==> config.mk <==
export PLATFORM = sky130hd
export DESIGN_NAME = pwm_desorption_core
export DESIGN_NICKNAME = d
export VERILOG_FILES = /design/src/rtl/pwm_desorption_core.sv
export SDC_FILE = /design/constraint.sdc
export NUM_CORES = 1
export LEC_CHECK = 0
export BUFFER_PORTS_ARGS = -buffer_cell sky130_fd_sc_hd__buf_2
export CELL_PAD_IN_SITES_DETAIL_PLACEMENT = 1
export CELL_PAD_IN_SITES_GLOBAL_PLACEMENT = 1
export CORE_MARGIN = 4
export CORE_UTILIZATION = 45
export CTS_CLUSTER_DIAMETER = 100
export DETAILED_ROUTE_END_ITERATION = 10
export GPL_TIMING_DRIVEN = 0
export PLACE_DENSITY = 0.8
export SYNTH_ARGS = -nofsm -noshare
export SYNTH_HDL_FRONTEND = slang
export SYNTH_SLANG_ARGS = --single-unit
==> constraint.sdc <==
create_clock -name clk_i -period 6.2 [get_ports clk_i]
set_clock_uncertainty 0.1 [all_clocks]
set_input_delay 0 -clock clk_i [delete_from_list [all_inputs] [get_ports clk_i]]
set_output_delay 0 -clock clk_i [all_outputs]
set_load 0.005 [all_outputs]
==> src/rtl/pwm_desorption_core.sv <==
// Desorption heater PWM core: pad-level register writes, start/abort control,
// and one complementary dead-time-protected PWM pair with status and pulse count.
module pwm_desorption_core #(
    parameter int CNT_W       = 12,
    parameter int SYNC_STAGES = 2
) (
    input  logic        clk_i,
    input  logic        rst_ni,
    input  logic [16:0] ui_PAD2CORE,
    output logic [16:0] uo_CORE2PAD
);

    typedef enum logic [1:0] {IDLE, RUN, DONE} state_e;

    localparam int               CMP_W      = CNT_W + 9;
    localparam logic [CNT_W-1:0] PERIOD_RST = CNT_W'(1000);
    localparam logic [7:0]       DEAD_RST   = 8'd4;
    localparam logic [8:0]       LEN_MAX    = '1;

    logic [16:0]      sync_q [SYNC_STAGES];
    logic [16:0]      sync_d [SYNC_STAGES];
    logic             stb_prev_q, stb_prev_d, start_prev_q, start_prev_d;
    state_e           state_q, state_d;
    logic [CNT_W-1:0] period_sh_q, period_sh_d, duty_sh_q, duty_sh_d;
    logic [CNT_W-1:0] pulses_sh_q, pulses_sh_d;
    logic [7:0]       dead_sh_q, dead_sh_d;
    logic [CNT_W-1:0] period_q, period_d, duty_q, duty_d, pulses_q, pulses_d;
    logic [7:0]       dead_q, dead_d;
    logic [CNT_W-1:0] cnt_q, cnt_d, count_q, count_d;
    logic [8:0]       hi_len_q, hi_len_d, lo_len_q, lo_len_d;
    logic             pwm_hi_q, pwm_hi_d, pwm_lo_q, pwm_lo_d;
    logic             done_q, done_d, err_q, err_d;

    logic [16:0]      pad_s;
    logic             stb_rise, start_rise, abort, cfg_ok, wrap, raw_d;
    logic [11:0]      count_field;

    always_comb begin
        sync_d[0] = ui_PAD2CORE;
        for (int i = 1; i < SYNC_STAGES; i++) begin
            sync_d[i] = sync_q[i-1];
        end
        pad_s      = sync_q[SYNC_STAGES-1];
        stb_rise   = pad_s[14] & ~stb_prev_q;
        start_rise = pad_s[15] & ~start_prev_q;
        abort      = pad_s[16];
        cfg_ok     = (period_sh_q >= CNT_W'(2)) && (duty_sh_q <= period_sh_q) &&
                     (CMP_W'(dead_sh_q) < CMP_W'(period_sh_q));
        wrap       = (state_q == RUN) && (cnt_q == period_q - CNT_W'(1));
    end

    always_comb begin
        stb_prev_d   = pad_s[14];
        start_prev_d = pad_s[15];
        state_d      = state_q;
        period_sh_d  = period_sh_q;
        duty_sh_d    = duty_sh_q;
        pulses_sh_d  = pulses_sh_q;
        dead_sh_d    = dead_sh_q;
        period_d     = period_q;
        duty_d       = duty_q;
        pulses_d     = pulses_q;
        dead_d       = dead_q;
        cnt_d        = cnt_q;
        count_d      = count_q;
        done_d       = done_q;
        err_d        = err_q;

        if (stb_rise) begin
            err_d = 1'b0;
            case (pad_s[13:12])
                2'd0:    period_sh_d = pad_s[CNT_W-1:0];
                2'd1:    duty_sh_d   = pad_s[CNT_W-1:0];
                2'd2:    pulses_sh_d = pad_s[CNT_W-1:0];
                default: dead_sh_d   = pad_s[7:0];
            endcase
        end

        case (state_q)
            RUN: begin
                if (abort) begin
                    state_d = IDLE;
                end else if (wrap) begin
                    // PERIOD/DUTY follow the shadows only at a period boundary
                    cnt_d    = '0;
                    period_d = period_sh_q;
                    duty_d   = duty_sh_q;
                    count_d  = count_q + CNT_W'(1);
                    if ((pulses_q != '0) && (count_d == pulses_q)) begin
                        state_d = DONE;
                        done_d  = 1'b1;
                    end
                end else begin
                    cnt_d = cnt_q + CNT_W'(1);
                end
            end
            default: begin
                if (abort) begin
                    state_d = IDLE;
                end else if (start_rise) begin
                    if (cfg_ok) begin
                        state_d  = RUN;
                        period_d = period_sh_q;
                        duty_d   = duty_sh_q;
                        pulses_d = pulses_sh_q;
                        dead_d   = dead_sh_q;
                        cnt_d    = '0;
                        count_d  = '0;
                        done_d   = 1'b0;
                    end else begin
                        err_d = 1'b1;
                    end
                end
            end
        endcase

        // Run lengths of raw high/low; a side turns on once its run exceeds DEAD
        raw_d    = (cnt_d < duty_d);
        hi_len_d = '0;
        lo_len_d = '0;
        if (state_d == RUN) begin
            if (raw_d) begin
                hi_len_d = (hi_len_q == LEN_MAX) ? hi_len_q : hi_len_q + 9'd1;
            end else begin
                lo_len_d = (lo_len_q == LEN_MAX) ? lo_len_q : lo_len_q + 9'd1;
            end
        end
        pwm_hi_d = (hi_len_d > {1'b0, dead_d});
        pwm_lo_d = (lo_len_d > {1'b0, dead_d});
    end

    always_ff @(posedge clk_i or negedge rst_ni) begin
        if (!rst_ni) begin
            for (int i = 0; i < SYNC_STAGES; i++) begin
                sync_q[i] <= '0;
            end
            stb_prev_q   <= 1'b0;
            start_prev_q <= 1'b0;
            state_q      <= IDLE;
            period_sh_q  <= PERIOD_RST;
            duty_sh_q    <= '0;
            pulses_sh_q  <= '0;
            dead_sh_q    <= DEAD_RST;
            period_q     <= PERIOD_RST;
            duty_q       <= '0;
            pulses_q     <= '0;
            dead_q       <= DEAD_RST;
            cnt_q        <= '0;
            count_q      <= '0;
            hi_len_q     <= '0;
            lo_len_q     <= '0;
            pwm_hi_q     <= 1'b0;
            pwm_lo_q     <= 1'b0;
            done_q       <= 1'b0;
            err_q        <= 1'b0;
        end else begin
            for (int i = 0; i < SYNC_STAGES; i++) begin
                sync_q[i] <= sync_d[i];
            end
            stb_prev_q   <= stb_prev_d;
            start_prev_q <= start_prev_d;
            state_q      <= state_d;
            period_sh_q  <= period_sh_d;
            duty_sh_q    <= duty_sh_d;
            pulses_sh_q  <= pulses_sh_d;
            dead_sh_q    <= dead_sh_d;
            period_q     <= period_d;
            duty_q       <= duty_d;
            pulses_q     <= pulses_d;
            dead_q       <= dead_d;
            cnt_q        <= cnt_d;
            count_q      <= count_d;
            hi_len_q     <= hi_len_d;
            lo_len_q     <= lo_len_d;
            pwm_hi_q     <= pwm_hi_d;
            pwm_lo_q     <= pwm_lo_d;
            done_q       <= done_d;
            err_q        <= err_d;
        end
    end

    always_comb begin
        count_field              = '0;
        count_field[CNT_W-1:0]   = count_q;
    end

    assign uo_CORE2PAD = {count_field, err_q, done_q, (state_q == RUN), pwm_lo_q, pwm_hi_q};

endmodule
=== Word-level counts from Yosys, hierarchy flattened ===
Cells that the tools add are included.

* Add/subtract/negate cells: 5
* Multipliers: 0
* Div/mod/pow operators: 0
* Order comparisons: 6
* Equal/unequal tests: 10
* Shift operators: 0
* Multiplexer cells: 53
* Bitwise logic cells: 7
* Reductions and logical operators: 16

{| class="wikitable"
|+ Operator list
! cell !! number
|-
| $mux 12 || 24
|-
| $mux 9 || 6
|-
| $mux 8 || 4
|-
| $add 12x1->12 const B || 2
|-
| $eq 12x12->1 || 2
|-
| $add 9x1->9 const B || 2
|-
| $eq 9x9->1 const B || 2
|-
| $gt 9x8->1 || 2
|-
| $mux 2 || 7
|-
| $ge 12x2->1 const B || 1
|-
| $le 12x12->1 || 1
|-
| $lt 12x12->1 || 1
|-
| $lt 8x12->1 || 1
|-
| $mux 1 || 12
|-
| $reduce_bool 12->1 || 1
|-
| $sub 12x1->12 const B || 1
|-
| $reduce_and 2->1 || 4
|-
| $reduce_and 4->1 || 2
|-
| $eq 2x1->1 const B || 3
|-
| $not 1->1 || 5
|-
| $reduce_and 5->1 || 1
|-
| $logic_and 1x1->1 || 4
|-
| $ne 2x1->1 const B || 2
|-
| $reduce_bool 2->1 || 2
|-
| other kinds (4) || 5
|}

* Register bits: 172
* Latch bits: 0
* Memory bits (writable): 0
* Memory bits (read-only): 0
* Bits of input ports: 19
* Output and inout port bits: 17
* Word-level logic and storage cells: 118
* Memories kept: 0

=== Depth between registers and ports, before layout ===
* Depth in word-level cells: 11
* Gate-level depth with buffers: 30
* Gate-level depth less buffers: 28

=== Least setup slack after synthesis ===
No wires, ideal clock.

* Path type: register -> register
* From: register period_sh_q[3]
* To: register pwm_hi_q
* Library setup time: 0.125 ns
* Data arrival time: 5.846 ns
* Data required time: 5.975 ns
* Setup slack: 0.129 ns
* Stages on the path, launching flop included: 29
* Buffers on the path: 3
* Clock period less this slack: 6.071 ns
* Cells stage by stage: dfstp_2 inv_1 ha_1 and4b_1 a211oi_1 nor2_1 o311ai_0 and3_1 clkbuf_1 buf_1 a311oi_1 ha_1 a21o_1 a21oi_1 o21ai_0 a31o_2 a2111oi_2 a21oi_2 buf_4 nor3_1 ha_1 nor2b_1 o21a_1 o21a_1 o21a_1 o21a_1 o21ai_0 a21o_1 o31ai_1

* Cells in the longest elaborated chain, start to end: 11
* Elaborated cells between the ends (all ways): 26
* Those cells by class: order compare (5); eq/ne (1); mux (18); reduce/logical (2)

{| class="wikitable"
|+ RTL lines
! what !! line !! source
|-
| start, declared || 24 || <nowiki>logic [CNT_W-1:0] period_sh_q, period_sh_d, duty_sh_q, duty_sh_d;</nowiki>
|-
| start signal, assigned || 163 || <nowiki>period_sh_q <= period_sh_d;</nowiki>
|-
| $ge 12x2->1 or $le 12x12->1 (tied branches) || 47 || <nowiki>cfg_ok = (period_sh_q >= CNT_W'(2)) && (duty_sh_q <= period_sh_q) &&</nowiki>
|-
| $logic_and 1x1->1 || 47 ||
|-
| $logic_and 1x1->1 (*) || 47 ||
|-
| $mux 12 (*) || 101 || <nowiki>if (cfg_ok) begin</nowiki>
|-
| $mux 12 (*) || 100 || <nowiki>end else if (start_rise) begin</nowiki>
|-
| $mux 12 (*) || 98 || <nowiki>if (abort) begin</nowiki>
|-
| $mux 12 (*) || 79 || <nowiki>case (state_q)</nowiki>
|-
| named net cnt_d[6] || 29 || <nowiki>logic [CNT_W-1:0] cnt_q, cnt_d, count_q, count_d;</nowiki>
|-
| $lt 12x12->1 (*) || 118 || <nowiki>raw_d = (cnt_d < duty_d);</nowiki>
|-
| $mux 9 (*) || 122 || <nowiki>if (raw_d) begin</nowiki>
|-
| $mux 9 (*) || 121 || <nowiki>if (state_d == RUN) begin</nowiki>
|-
| named net hi_len_d[1] || 30 || <nowiki>logic [8:0] hi_len_q, hi_len_d, lo_len_q, lo_len_d;</nowiki>
|-
| $gt 9x8->1 (*) || 128 || <nowiki>pwm_hi_d = (hi_len_d > {1'b0, dead_d});</nowiki>
|-
| named net pwm_hi_d || 31 || <nowiki>logic pwm_hi_q, pwm_hi_d, pwm_lo_q, pwm_lo_d;</nowiki>
|-
| end signal, assigned || 175 || <nowiki>pwm_hi_q <= pwm_hi_d;</nowiki>
|-
| end, declared || 31 ||
|}

Mark *: on every way through the listed nets, which the timed path passes. The rest lies on a longest branch.
A chain may end at the register's enable or synchronous reset.

=== Worst setup path after layout ===
* From: register period_q[1]
* To: register pwm_lo_q

* Cells in the longest elaborated chain, start to end: 10
* Elaborated cells between the ends (all ways): 17
* Those cells by class: add/sub (1); order compare (2); eq/ne (2); mux (11); reduce/logical (1)

{| class="wikitable"
|+ RTL lines
! what !! line !! source
|-
| start, declared || 27 || <nowiki>logic [CNT_W-1:0] period_q, period_d, duty_q, duty_d, pulses_q, pulses_d;</nowiki>
|-
| start signal, assigned || 167 || <nowiki>period_q <= period_d;</nowiki>
|-
| $sub 12x1->12 || 49 || <nowiki>wrap = (state_q == RUN) && (cnt_q == period_q - CNT_W'(1));</nowiki>
|-
| $eq 12x12->1 || 49 ||
|-
| $logic_and 1x1->1 || 49 ||
|-
| $mux 12 || 83 || <nowiki>end else if (wrap) begin</nowiki>
|-
| $mux 12 || 81 || <nowiki>if (abort) begin</nowiki>
|-
| $mux 12 || 79 ||
|-
| named net cnt_d[9] || 29 ||
|-
| $lt 12x12->1 || 118 ||
|-
| $mux 9 || 122 ||
|-
| $mux 9 || 121 ||
|-
| named net lo_len_d[1] || 30 ||
|-
| $gt 9x8->1 || 129 || <nowiki>pwm_lo_d = (lo_len_d > {1'b0, dead_d});</nowiki>
|-
| named net pwm_lo_d || 31 ||
|-
| end signal, assigned || 176 || <nowiki>pwm_lo_q <= pwm_lo_d;</nowiki>
|-
| end, declared || 31 ||
|}

The timed path passes the listed nets, and every way through them passes these cells.

==> results.md <==
* Fin cells at 1160
* P per Cell Area at around 380 nW/um^2
* Reg2Reg Setup Slack at 30 ps
* CP Data Required Time at roughly 6400 ps
* Vias in the first global route at 7345
* CTS sink cnt at 172
* Slowest stage delay, CP at 470 ps
* RSZ-0062 raised after global routing: true
* Slew Viols, Final at 0
* Largest net degree at the start of global routing at approximately 100
* Top delay family on crit path: compound AO/OA/AOI/OAI gates
* Synth Cell Area at 8805 sq um
* Endpoints failing hold at 0
* GPL Wtd Cong at 0.8664
* Cells after Synth at 793
* Initial antenna violation count at 2
* Slew Limit Headroom at 42.41%
* Global-route total usage across every layer at 23.84%
* First-pass GRT wire length at approximately 41000 microns
* DRC at 0
* Clock Path Buffers at 2
* Fillers at 2001
* Max Cap Viol at 0
* ANT nets after route at 0
* Worst-path maximum fanout at 8
* Drt wl/cell at 22.05 microns
* Slowest CP cell: or4_4
* H-tree depth at 4
* WL final at 25580 microns
* YS warnings at 0
* Syn Nets at 863
* Horiz. Die Dim at 147.9 microns
* Area grow syn2layout at 20.42%
* Final WS setup at 28.54 ps
* Total gr overflow at 0
* Core Area at 18960 sq um
* Ant diodes at 0
* CP arrival at 6390 ps
* CTS tree: built
* Nets@finish at ~960
* Post-DP HPWL at 16550 microns
* Post-synth EDFFs at 0
* Die Y-Extent at 147.9 microns
* Initial Utilization at 46.45%
* Drt initial violations at 547
* Startpoint Class: flip-flop
* Die area at 21870 sq um
* Async set or reset register ratio after synthesis at 100.0%
* Most used cell, CP: o21a_1
* Status: finished, final reports clean
* Critical path class: flip-flop to flip-flop
* Yosys reg bits at 172
* Num rows at 50
* Setup Slack @ Placement at -1845 ps
* Max Fclk at 0.1620 GHz
* Via Count at 6761
* Min-Delay Path Class: primary input to asynchronous set/reset pin
* Setup crit end kind: flip-flop
* Worst-skew pair later-pin latency at 440 ps
* Port bufs at 35
* Finish-stage setup viols at 0
* Ports at 36
* Worst-path clk slew at 70 ps
* Clock buffer count from CTS at 17
* Predominant post-synthesis flop cell: dfrtp_1
* Vias per Instance at 5.828
* Slew @ Worst Pin at 859.2 ps
* Root Driver: clkbuf_16
* Fin crit period at slightly above 6000 ps
* Maximum vdd ir drop at ~0.23 mV
* Router iterations before antenna repair at 5
* Register area share after synthesis at 49.08%
* Tcrit/Tclk final at between 90 and 100%
* Static leakage at between 4 and 5 nW
* Buffers & Inverters on Critical Path at 3
* Mean post-synth cell area at about 11 sq um
* Layout cells sized above 1 at a little over a quarter
* Unique masters post-synth at 75
* Dpl cells at 1089
## cell families (layout without fill, tap and decap cells)
| kind of cell | Yosys count | in the layout | share of synthesized area, % |
|---|---|---|---|
| AO/OA/AOI/OAI | 159 | 159 | 12.32 |
| XOR/XNOR | 41 | 41 | 4.249 |
| adder cells (fa/ha/maj) | 51 | 51 | 7.247 |
| buffers and inverters | 80 | 187 | 4.363 |
| flip-flops | 172 | 172 | 49.08 |
| multiplexers | 67 | 67 | 8.271 |
| AND/OR/NAND/NOR | 223 | 223 | 14.47 |
## per-stage QoR
step | setup TNS [ps] | power [mW] | utilization (%) | hold slack, ps | instance area (sq um)
5_1_grt | -396.2 | 4.237 | 55.93 | 55.05 | 10600
2_1_floorplan | 0 | 2.307 | - | -395.6 | 8805
3_5_place_dp | -4923 | 2.658 | 49.29 | -96.70 | 9343
6_report | 0 | 4.016 | 55.93 | 0.9861 | 10600
4_1_cts | 0 | 3.916 | 54.91 | 29.77 | 10410
3_3_place_gp | -3845 | 2.581 | 49.09 | 7.488 | 9305
## state kept, by name, indices dropped and copies added, names as in the netlist
register	count
period_sh_q	12
start_prev_q	1
count_field	12
hi_len_q	9
pulses_sh_q	12
lo_len_q	9
dead_q	8
sync_d	17
duty_q	12
pwm_lo_q	1
done_q	1
cnt_q	12
dead_sh_q	8
pulses_q	12
duty_sh_q	12
pad_s	17
period_q	12
state_q	2
stb_prev_q	1
pwm_hi_q	1
err_q	1
## final cells by class
class / count / area, sq um / share of cell area, %
inverter: 41 / 156.4 / 1.475
timing repair buffer: 76 / 561.8 / 5.299
buffer: 38 / 242.7 / 2.289
clock inverter: 14 / 165.2 / 1.558
sequential: 172 / 4324 / 40.78
multi-input combinational: 541 / 4388 / 41.39
tap: 260 / 325.3 / 3.068
clock buffer: 18 / 439.2 / 4.142
## final timing paths
kind,cells after the start,startpoint,to
max,28,period_q[1],pwm_lo_q
min,2,rst_ni,hi_len_q[8]
max reg2reg,28,period_q[1],pwm_lo_q
min reg2reg,0,sync_d[0],pad_s[0]
max in group asynchronous,3,rst_ni,period_sh_q[7]
min in group clk_i,2,ui_PAD2CORE[14],sync_d[14]
## report_power, final
part           internal, mW  switching, mW  total, mW
clock                 0.558          0.533       1.09
sequential             1.36          0.210       1.57
combinational         0.618          0.735       1.35
## cells in the mapped netlist (all sizes together) (17+ instances only)
| master | instances | area (sq um) |
|---|---|---|
| nand2 | 52 | 202.7 |
| xnor2 | 22 | 192.7 |
| nand4 | 27 | 183.9 |
| nor2 | 31 | 116.4 |
| a21oi | 17 | 88.84 |
| dfrtp | 158 | 3954 |
| inv | 41 | 153.9 |
| ha | 51 | 638.1 |
| nor3 | 20 | 145.1 |
| buf | 25 | 177.7 |
| o21ai | 59 | 295.3 |
| xor2 | 18 | 157.7 |
| mux2i | 21 | 210.2 |
| nand3 | 22 | 110.1 |
| mux2 | 46 | 518.0 |
## what timing repair did
action | CTS | global route
setup endpoints to repair | 9 | 2
buffers inserted | 16 | 6
gates cloned | 0 | 0
hold buffers | 18 | 0
endpoints found under the hold margin | 183 | 0
pin swaps | 16 | 28
resized for setup | 37 | 30
## layout by cell type (no fill, tap or decap), drive strengths merged, types with 7 or more instances in the layout
cell and n:
a211oi 9, a21o 7, a21oi 17, and3 13, buf 83, clkbuf 31
dfrtp 158, dfstp 14, dlygate4sd3 18, ha 51, inv 50, mux2 46
mux2i 21, nand2 52, nand3 22, nand4 27, nor2 31, nor2b 7
nor3 20, nor4 9, o21a 13, o21ai 59, o31ai 8, or3 8
xnor2 22, xor2 18
## metal layers
layer	up-vias	track usage [%]	part of all wire, %
met5	-	0	0.11
met4	4	8.129	2.7
met3	56	4.936	3.9
met2	168	41.55	51
met1	3460	29.60	42
li1	3073	-	-
Note: power is estimated with default switching activity, not from simulation.
